[src/rtl/prog_branch_lut.sv]
// prog_branch_lut: runtime-writable branch-offset / data-address lookup table.
// Each entry holds a DATA_W-bit offset and a valid bit. A registered read
// returns the entry extended to OUT_W bits (sign or zero), or DEFAULT_OUT on
// a miss (invalid entry or index >= ENTRIES).
//
// Ports:
//   Clk       clock, rising edge
//   Reset_n   asynchronous active-low reset
//   WrEn      write strobe; WrIdx/WrData give entry index and value
//   Clear     invalidates every entry (an in-range write on the same edge wins)
//   RdReq     read request; Index is the entry to look up
//   Out       extended lookup result, updated one cycle after RdReq
//   OutValid  one-cycle pulse following each RdReq
//   Hit       last read found a valid in-range entry
//   Count     number of valid entries
module prog_branch_lut #(
    parameter int unsigned       ENTRIES     = 16,
    parameter int unsigned       IDX_W       = 8,
    parameter int unsigned       DATA_W      = 10,
    parameter int unsigned       OUT_W       = 16,
    parameter int unsigned       SIGNED      = 1,
    parameter logic [OUT_W-1:0]  DEFAULT_OUT = OUT_W'(1),
    parameter int unsigned       CNT_W       = $clog2(ENTRIES + 1)
) (
    input  logic              Clk,
    input  logic              Reset_n,
    input  logic              WrEn,
    input  logic [IDX_W-1:0]  WrIdx,
    input  logic [DATA_W-1:0] WrData,
    input  logic              Clear,
    input  logic              RdReq,
    input  logic [IDX_W-1:0]  Index,
    output logic [OUT_W-1:0]  Out,
    output logic              OutValid,
    output logic              Hit,
    output logic [CNT_W-1:0]  Count
);

    localparam int unsigned AW = (ENTRIES > 1) ? $clog2(ENTRIES) : 1;

    logic [DATA_W-1:0] mem [ENTRIES];
    logic [ENTRIES-1:0] valid;

    logic              wr_ok;
    logic              rd_in_range;
    logic [AW-1:0]     wr_addr;
    logic [AW-1:0]     rd_addr;
    logic              rd_hit;
    logic [DATA_W-1:0] rd_data;
    logic [OUT_W-1:0]  rd_ext;
    logic [CNT_W-1:0]  count_d;

    // Address decode and range checks
    always_comb begin
        wr_ok       = WrEn && (32'(WrIdx) < ENTRIES);
        rd_in_range = 32'(Index) < ENTRIES;
        wr_addr     = AW'(WrIdx);
        rd_addr     = AW'(Index);
    end

    // Lookup sees the table as it will be after this edge's clear/write
    always_comb begin
        rd_hit  = 1'b0;
        rd_data = '0;
        if (wr_ok && (Index == WrIdx)) begin
            rd_hit  = 1'b1;
            rd_data = WrData;
        end else if (Clear) begin
            rd_hit  = 1'b0;
        end else if (rd_in_range && valid[rd_addr]) begin
            rd_hit  = 1'b1;
            rd_data = mem[rd_addr];
        end
    end

    // Extension to the adder width, or the miss value
    always_comb begin
        rd_ext = DEFAULT_OUT;
        if (rd_hit) begin
            if (SIGNED != 0) begin
                rd_ext = OUT_W'($signed(rd_data));
            end else begin
                rd_ext = OUT_W'(rd_data);
            end
        end
    end

    // Valid-entry count: clear restarts from zero, write may add one
    always_comb begin
        count_d = Count;
        if (Clear) begin
            count_d = wr_ok ? CNT_W'(1) : CNT_W'(0);
        end else if (wr_ok && !valid[wr_addr]) begin
            count_d = Count + CNT_W'(1);
        end
    end

    // Table storage and valid bits
    always_ff @(posedge Clk or negedge Reset_n) begin
        if (!Reset_n) begin
            valid <= '0;
            mem   <= '{default: '0};
            Count <= '0;
        end else begin
            if (Clear) begin
                valid <= '0;
            end
            if (wr_ok) begin
                mem[wr_addr]   <= WrData;
                valid[wr_addr] <= 1'b1;
            end
            Count <= count_d;
        end
    end

    // Registered read port; Out and Hit hold between requests
    always_ff @(posedge Clk or negedge Reset_n) begin
        if (!Reset_n) begin
            Out      <= DEFAULT_OUT;
            OutValid <= 1'b0;
            Hit      <= 1'b0;
        end else begin
            OutValid <= RdReq;
            if (RdReq) begin
                Out <= rd_ext;
                Hit <= rd_hit;
            end
        end
    end

endmodule

[config.mk]
export PLATFORM = sky130hd
export DESIGN_NAME = prog_branch_lut
export DESIGN_NICKNAME = d
export VERILOG_FILES = /design/src/rtl/prog_branch_lut.sv
export SDC_FILE = /design/constraint.sdc
export NUM_CORES = 1
export LEC_CHECK = 0
export ABC_AREA = 0
export BUFFER_PORTS_ARGS = -buffer_cell sky130_fd_sc_hd__buf_2
export CORE_MARGIN = 5
export CORE_UTILIZATION = 55
export CTS_CLUSTER_DIAMETER = 30
export CTS_CLUSTER_SIZE = 30
export DETAILED_ROUTE_END_ITERATION = 8
export PLACE_DENSITY = 0.69
export SLEW_MARGIN = 15
export SYNTH_ARGS = -nofsm -noshare
export SYNTH_HDL_FRONTEND = slang
export SYNTH_SLANG_ARGS = --single-unit
[constraint.sdc]
create_clock -name Clk -period 2.5 [get_ports Clk]
set_input_delay 0.5 -clock Clk [delete_from_list [all_inputs] [get_ports Clk]]
set_output_delay 0.5 -clock Clk [all_outputs]
set_load 0.01 [all_outputs]
==> run metrics, run 1 <==
status=finished clean; Vias=5690; min Tclk post-route=2.03 ns; setup tns final=0 ns; placed inst area=~10000 sq um; Worst setup SP type=flip-flop; IO Count=54; RSZ-0062 raised after global routing=no; relative slew slack=0.547; Worst-path clk slew=0.07 ns; max-capacitance violation count=0; number of remaining DRC errors=0; Detailed Routing Iterations Pass 1=5; largest net degree at the start of global routing=78; worst min-delay path class=primary input to asynchronous set/reset pin; H-tree level count=4; initial core utilization=0.554; Tcrit/Tclk final=0.811; CTS Buf Count=17; maximum clock rate=493 MHz; Slew Viols, Final=0; worst-case clock buffer depth=2; post-synthesis async set-or-reset flop share=1.00; YS warnings=0; Synth Flop Type=dfrtp_1; Power Density=~650 nW/um^2; post-synth top area share=0.530; worst ir drop on vdd=0.000533 V; Unique masters post-synth=38; Inst Count DP=910; Post-CTS Repair Setup Buffers=0; Post-synth EDFFs=0; Iter 0 DRT Violations=316; antenna-violating nets left=0; Placer Congestion=0.898; die footprint=roughly 19000 sq um; Layout Area Growth over Synthesis=15.4%; filler instances=1247; Final nets=approximately 740; drt wl/cell=22.1 um; Synth Register Bits=193; worst setup path class=flip-flop to flip-flop; share of layout cells above drive strength 1=0.493; Met1 Wirelength=between 8 and 9 mm; setup violators final=0; input/output buffers=53; Post-DP HPWL=between 10 and 15 mm; Mapped Nets=671; hold-fix buffer count after cts=0; skew final=0.00680 ns; WL met2=just over 10 mm; clk root buf=clkbuf_16; top cells by area, synth=dfrtp_1 (53%), mux2_2 (20%), mux4_2 (11%); cts repair resizes=0; Slew @ Worst Pin=0.680 ns; Post-Route WL=~21 mm; Synth Cell Area=9060 sq um; CP Capture Type=flip-flop; core footprint=16300 sq um; die width=138 um; met3 WL=1.20 mm; Worst EP required=2.85 ns; max layer used=met4; grt total ovfl=0; Leak Pwr=~5.1 nW; area leader, netlist=dfrtp_1; Arr. time, crit path=2.38 ns; Antenna Diode Count=0; Hold Vio Cnt, Final=0; vias in the first global route=6004; Clock Sinks=just under 200; first-pass GRT wire length=34.3 mm; final std cells w/o fill=942; Row Count=47; die height=about 140 um; GRT Total Usage=0.229; latest clock arrival within the worst-skew pair=0.42 ns; cell count after synthesis=639; CP Max Fanout=6; TritonCTS clock tree=yes; initial antenna violation count=0; Avg Inst Size Synth=between 10 and 15 sq um; Finished Cell Area=10500 sq um; vias per cell=6.04; register area share after synthesis=0.533
-- final cells by class --
cell class / count / area, sq um / area share
multi-input cells: 378 / 3920 / 0.375
repair buffers: 106 / 747 / 0.0714
well taps: 220 / 275 / 0.0263
inverters: 13 / 48.8 / 0.00466
clock inverters: 11 / 178 / 0.0170
flip-flops and latches: 193 / 4830 / 0.462
clock buffers: 21 / 460 / 0.0440
-- critical path, stage by stage (launching register included) --
cell     delay [ns]
dfrtp_1        0.41
mux4_2         0.47
mux2i_1        0.21
mux2i_1        0.21
or4_1          0.50
a21oi_1        0.16
-- per-layer routing --
layer	vias up	global-route usage
li1	2495	-
met1	3002	0.318
met2	160	0.362
met3	33	0.0573
met4	0	0.0733
met5	-	0
-- report_power, final --
group	switching [W]	internal (W)
clock	0.00118	0.00174
sequential	0.0000632	0.00325
combinational	0.000288	0.000260
total	0.00153	0.00525
-- per-stage QoR --
stage | worst slack [ns] | utilization | hold WS (ns) | power, W
after floorplan | 0.254 | - | 0.204 | 0.00368
after global routing | 0.391 | 0.640 | 0.143 | 0.00703
after CTS | 0.497 | 0.640 | 0.119 | 0.00683
final | 0.472 | 0.640 | 0.0932 | 0.00678
after global placement | 0.0475 | 0.601 | 0.463 | 0.00390
after detailed placement | 0.0667 | 0.601 | 0.487 | 0.00393
-- worst paths after layout --
| path | cells past startpoint | end | slack, ns | startpoint |
|---|---|---|---|---|
| worst max-delay path | 5 | Count[4] | 0.47 | valid[15] |
| worst min-delay path | 1 | Count[2] | 0.09 | Reset_n |
| worst max register to register | 5 | Count[4] | 0.47 | valid[15] |
| worst min register to register | 1 | mem[85] | 0.48 | mem[85] |
| max in group asynchronous | 2 | Out[0] | 1.64 | Reset_n |
| min in group Clk | 3 | Count[1] | 0.45 | Clear |
-- flip-flops by register name (all words and copies together) (netlist names) --
register,cells
Hit,1
OutValid,1
valid,16
Out,10
Count,5
mem,160
-- synthesized netlist by cell type, types with 2 or more instances --
master,count
o22ai_1,15
o22a_1,4
or4_1,3
nand2b_1,6
nor3b_2,3
or2_2,2
nor3_1,2
buf_2,20
o21ai_0,23
buf_1,2
nand2_1,25
nor2_1,11
buf_4,11
mux2i_1,7
a21o_1,6
a31oi_1,10
o31ai_1,3
and3_1,2
xnor2_1,8
dfrtp_1,192
mux4_2,46
nand3_1,8
nor2b_1,14
clkbuf_1,22
inv_1,13
nor4_1,4
mux2_2,163
a21oi_1,3
a31o_2,2
-- cell families (layout without fill, tap and decap cells) --
logic type | count (synthesis) | after routing | share of synthesized area
compound gates | 70 | 70 | 0.0486
xor+xnor | 8 | 8 | 0.00773
fa+ha+maj | 1 | 1 | 0.00138
buf+inv | 68 | 151 | 0.0355
flops | 193 | 193 | 0.533
mux | 217 | 217 | 0.326
simple gates | 82 | 82 | 0.0482
-- layout by cell type, fill, tap and decap left out, types with 10 or more instances in the layout --
master     instances
nor2b_1           14
a31oi_1           10
clkbuf_16         17
mux4_2            46
o21ai_0           23
inv_1             13
dfrtp_1          192
buf_4             47
buf_2             52
mux2_2           163
o22ai_1           15
nor2_1            11
nand2_1           25
(Power assumes the default switching activity.)
==> run 2, diff against run 1 <==
PLACE_DENSITY = 0.72   (was 0.69)
clock period = 1.85 ns   (was 2.5 ns; I/O delays follow)
==> run metrics, run 2 (synthesis results as in run 1) <==
r2r setup slk=-0.08 ns; max reg flops=between 150 and 200; Power Density=approximately 830 nW/um^2; vias per cell=6.02; Tcrit/Tclk final=1.04; Detailed Routing Iterations Pass 1=7; latest clock arrival within the worst-skew pair=roughly 0.44 ns; H-tree level count=4; Arr. time, crit path=2.29 ns; grt total ovfl=0; Worst EP required=2.21 ns; Clock power frac=0.407; Reg with most FFs=mem; worst setup path class=flip-flop to flip-flop; skew final=0.0172 ns; hold_ws=0.313 ns; CP Max Fanout=3; Pwr Total=just under 0.009 W; Inst Count DP=939; vias in the first global route=6367; Leak Pwr=5.25 nW; number of remaining DRC errors=0; Placer Congestion=0.862; most frequent cells in the layout=dfrtp_1 (192), mux2_2 (157), buf_4 (74), buf_2 (52), mux4_2 (46); core footprint=16300 sq um; switching portion of total power=0.244; initial antenna violation count=0; biggest regs=mem x160, valid x16, Out x10; Slew @ Worst Pin=0.651 ns; beginning of the worst hold path=Clear; final std cells w/o fill=973; Finished Cell Area=10800 sq um; Post-Route WL=22.1 mm; antenna-violating nets left=0; Min-Delay Endpoint=Count[4]; status=finished, violations left; Slew Viols, Final=0; Util after Layout=0.659; RSZ-0062 raised after global routing=yes; Post-DP HPWL=15.4 mm; Net Switching=~0.0022 W; Seq pwr share=0.503; setup ws final=-0.0799 ns; Row Count=47; Iter 0 DRT Violations=between 400 and 500; initial core utilization=0.554; setup violators final=2; largest net degree at the start of global routing=59; r2r endpoint=Count[3]; logic gate share of total power=0.090; Vias=5855; share of layout cells above drive strength 1=0.530; relative slew slack=0.566; Worst setup SP type=flip-flop; maximum clock rate=518 MHz; worst-case clock buffer depth=2; worst ir drop on vdd=between 0.0006 and 0.0007 V; commonest non-fill, non-tap cell in the layout=dfrtp_1; Hold Path Depth=3; min Tclk post-route=1.93 ns; failing checks=negative setup slack; GRT Total Usage=0.243; Cell Int Power=0.00675 W; first-pass GRT wire length=36.5 mm; clk root buf=clkbuf_16; Hold Vio Cnt, Final=0; worst min-delay path class=primary input to flip-flop; die height=138 um; die footprint=19100 sq um; Clock Sinks=193; input/output buffers=53; Reg2Reg Launch Point=valid[2]; IO Count=54; CTS Buf Count=17; die width=138 um; max-capacitance violation count=0; placed inst area=10100 sq um; drt wl/cell=between 20 and 25 um; Worst Reg-to-Reg Cells=5; Antenna Diode Count=0; TritonCTS clock tree=yes; Worst-path clk slew=0.07 ns; CP Capture Type=flip-flop; Final nets=772; Layout Area Growth over Synthesis=18.9%
run 2: worst max-delay path, cell delays in order (launching register included):
cell     delay (ns)
dfrtp_1        0.42
mux4_2         0.47
mux2i_2        0.19
mux2i_2        0.12
or4_1          0.50
a21oi_1        0.15
run 2: cell type report:
class                   instances  area (sq um)
fillers                      1215          5570
clock buffers                  19           453
flip-flops and latches        193          4830
inverters                      13          48.8
repair buffers                137          1020
multi-input cells             378          4030
clock inverters                13           128
well taps                     220           275
run 2: how the worst max path moves through the flow:
stage / start / endpoint / slack [ns] / cells after the start
final: valid[2] / Count[3] / -0.08 / 5
after CTS: valid[13] / Count[3] / -0.12 / 5
after floorplan: WrIdx[6] / mem[10] / -0.21 / 7
after global routing: valid[0] / Count[3] / -0.12 / 5
after global placement: WrIdx[7] / mem[82] / -0.36 / 7
after detailed placement: WrIdx[7] / mem[80] / -0.41 / 7
run 2: stage by stage:
| stage | setup WS, ns | TNS [ns] |
|---|---|---|
| global placement | -0.356 | -46.77 |
| detailed placement | -0.407 | -54.24 |
| floorplan | -0.206 | -14.20 |
| global route | -0.118 | -0.233 |
| finish | -0.0799 | -0.119 |
| CTS | -0.116 | -0.179 |
run 2: power by group through the flow:
stage	Sequential [W]	Combinational (W)	Clock [W]
floorplan	0.00453	0.000466	0
global placement	0.00455	0.000778	0
detailed placement	0.00456	0.000806	0
CTS	0.00448	0.000815	0.00369
global route	0.00450	0.000885	0.00387
finish	0.00448	0.000807	0.00363
run 2: timing repair:
item	4_1_cts	5_1_grt
endpoints found under the setup margin	3	44
gates resized for setup	2	6
hold endpoints to repair	51	0
setup buffers	0	1
pin swaps	1	0
hold buffers	1	0
run 2: routing by layer:
| metal | share of wire | GRT usage |
|---|---|---|
| met1 | 0.42 | 0.325 |
| met2 | 0.51 | 0.400 |
| met3 | 0.052 | 0.0504 |
| met4 | 0.027 | 0.0853 |
| met5 | 0 | 0 |
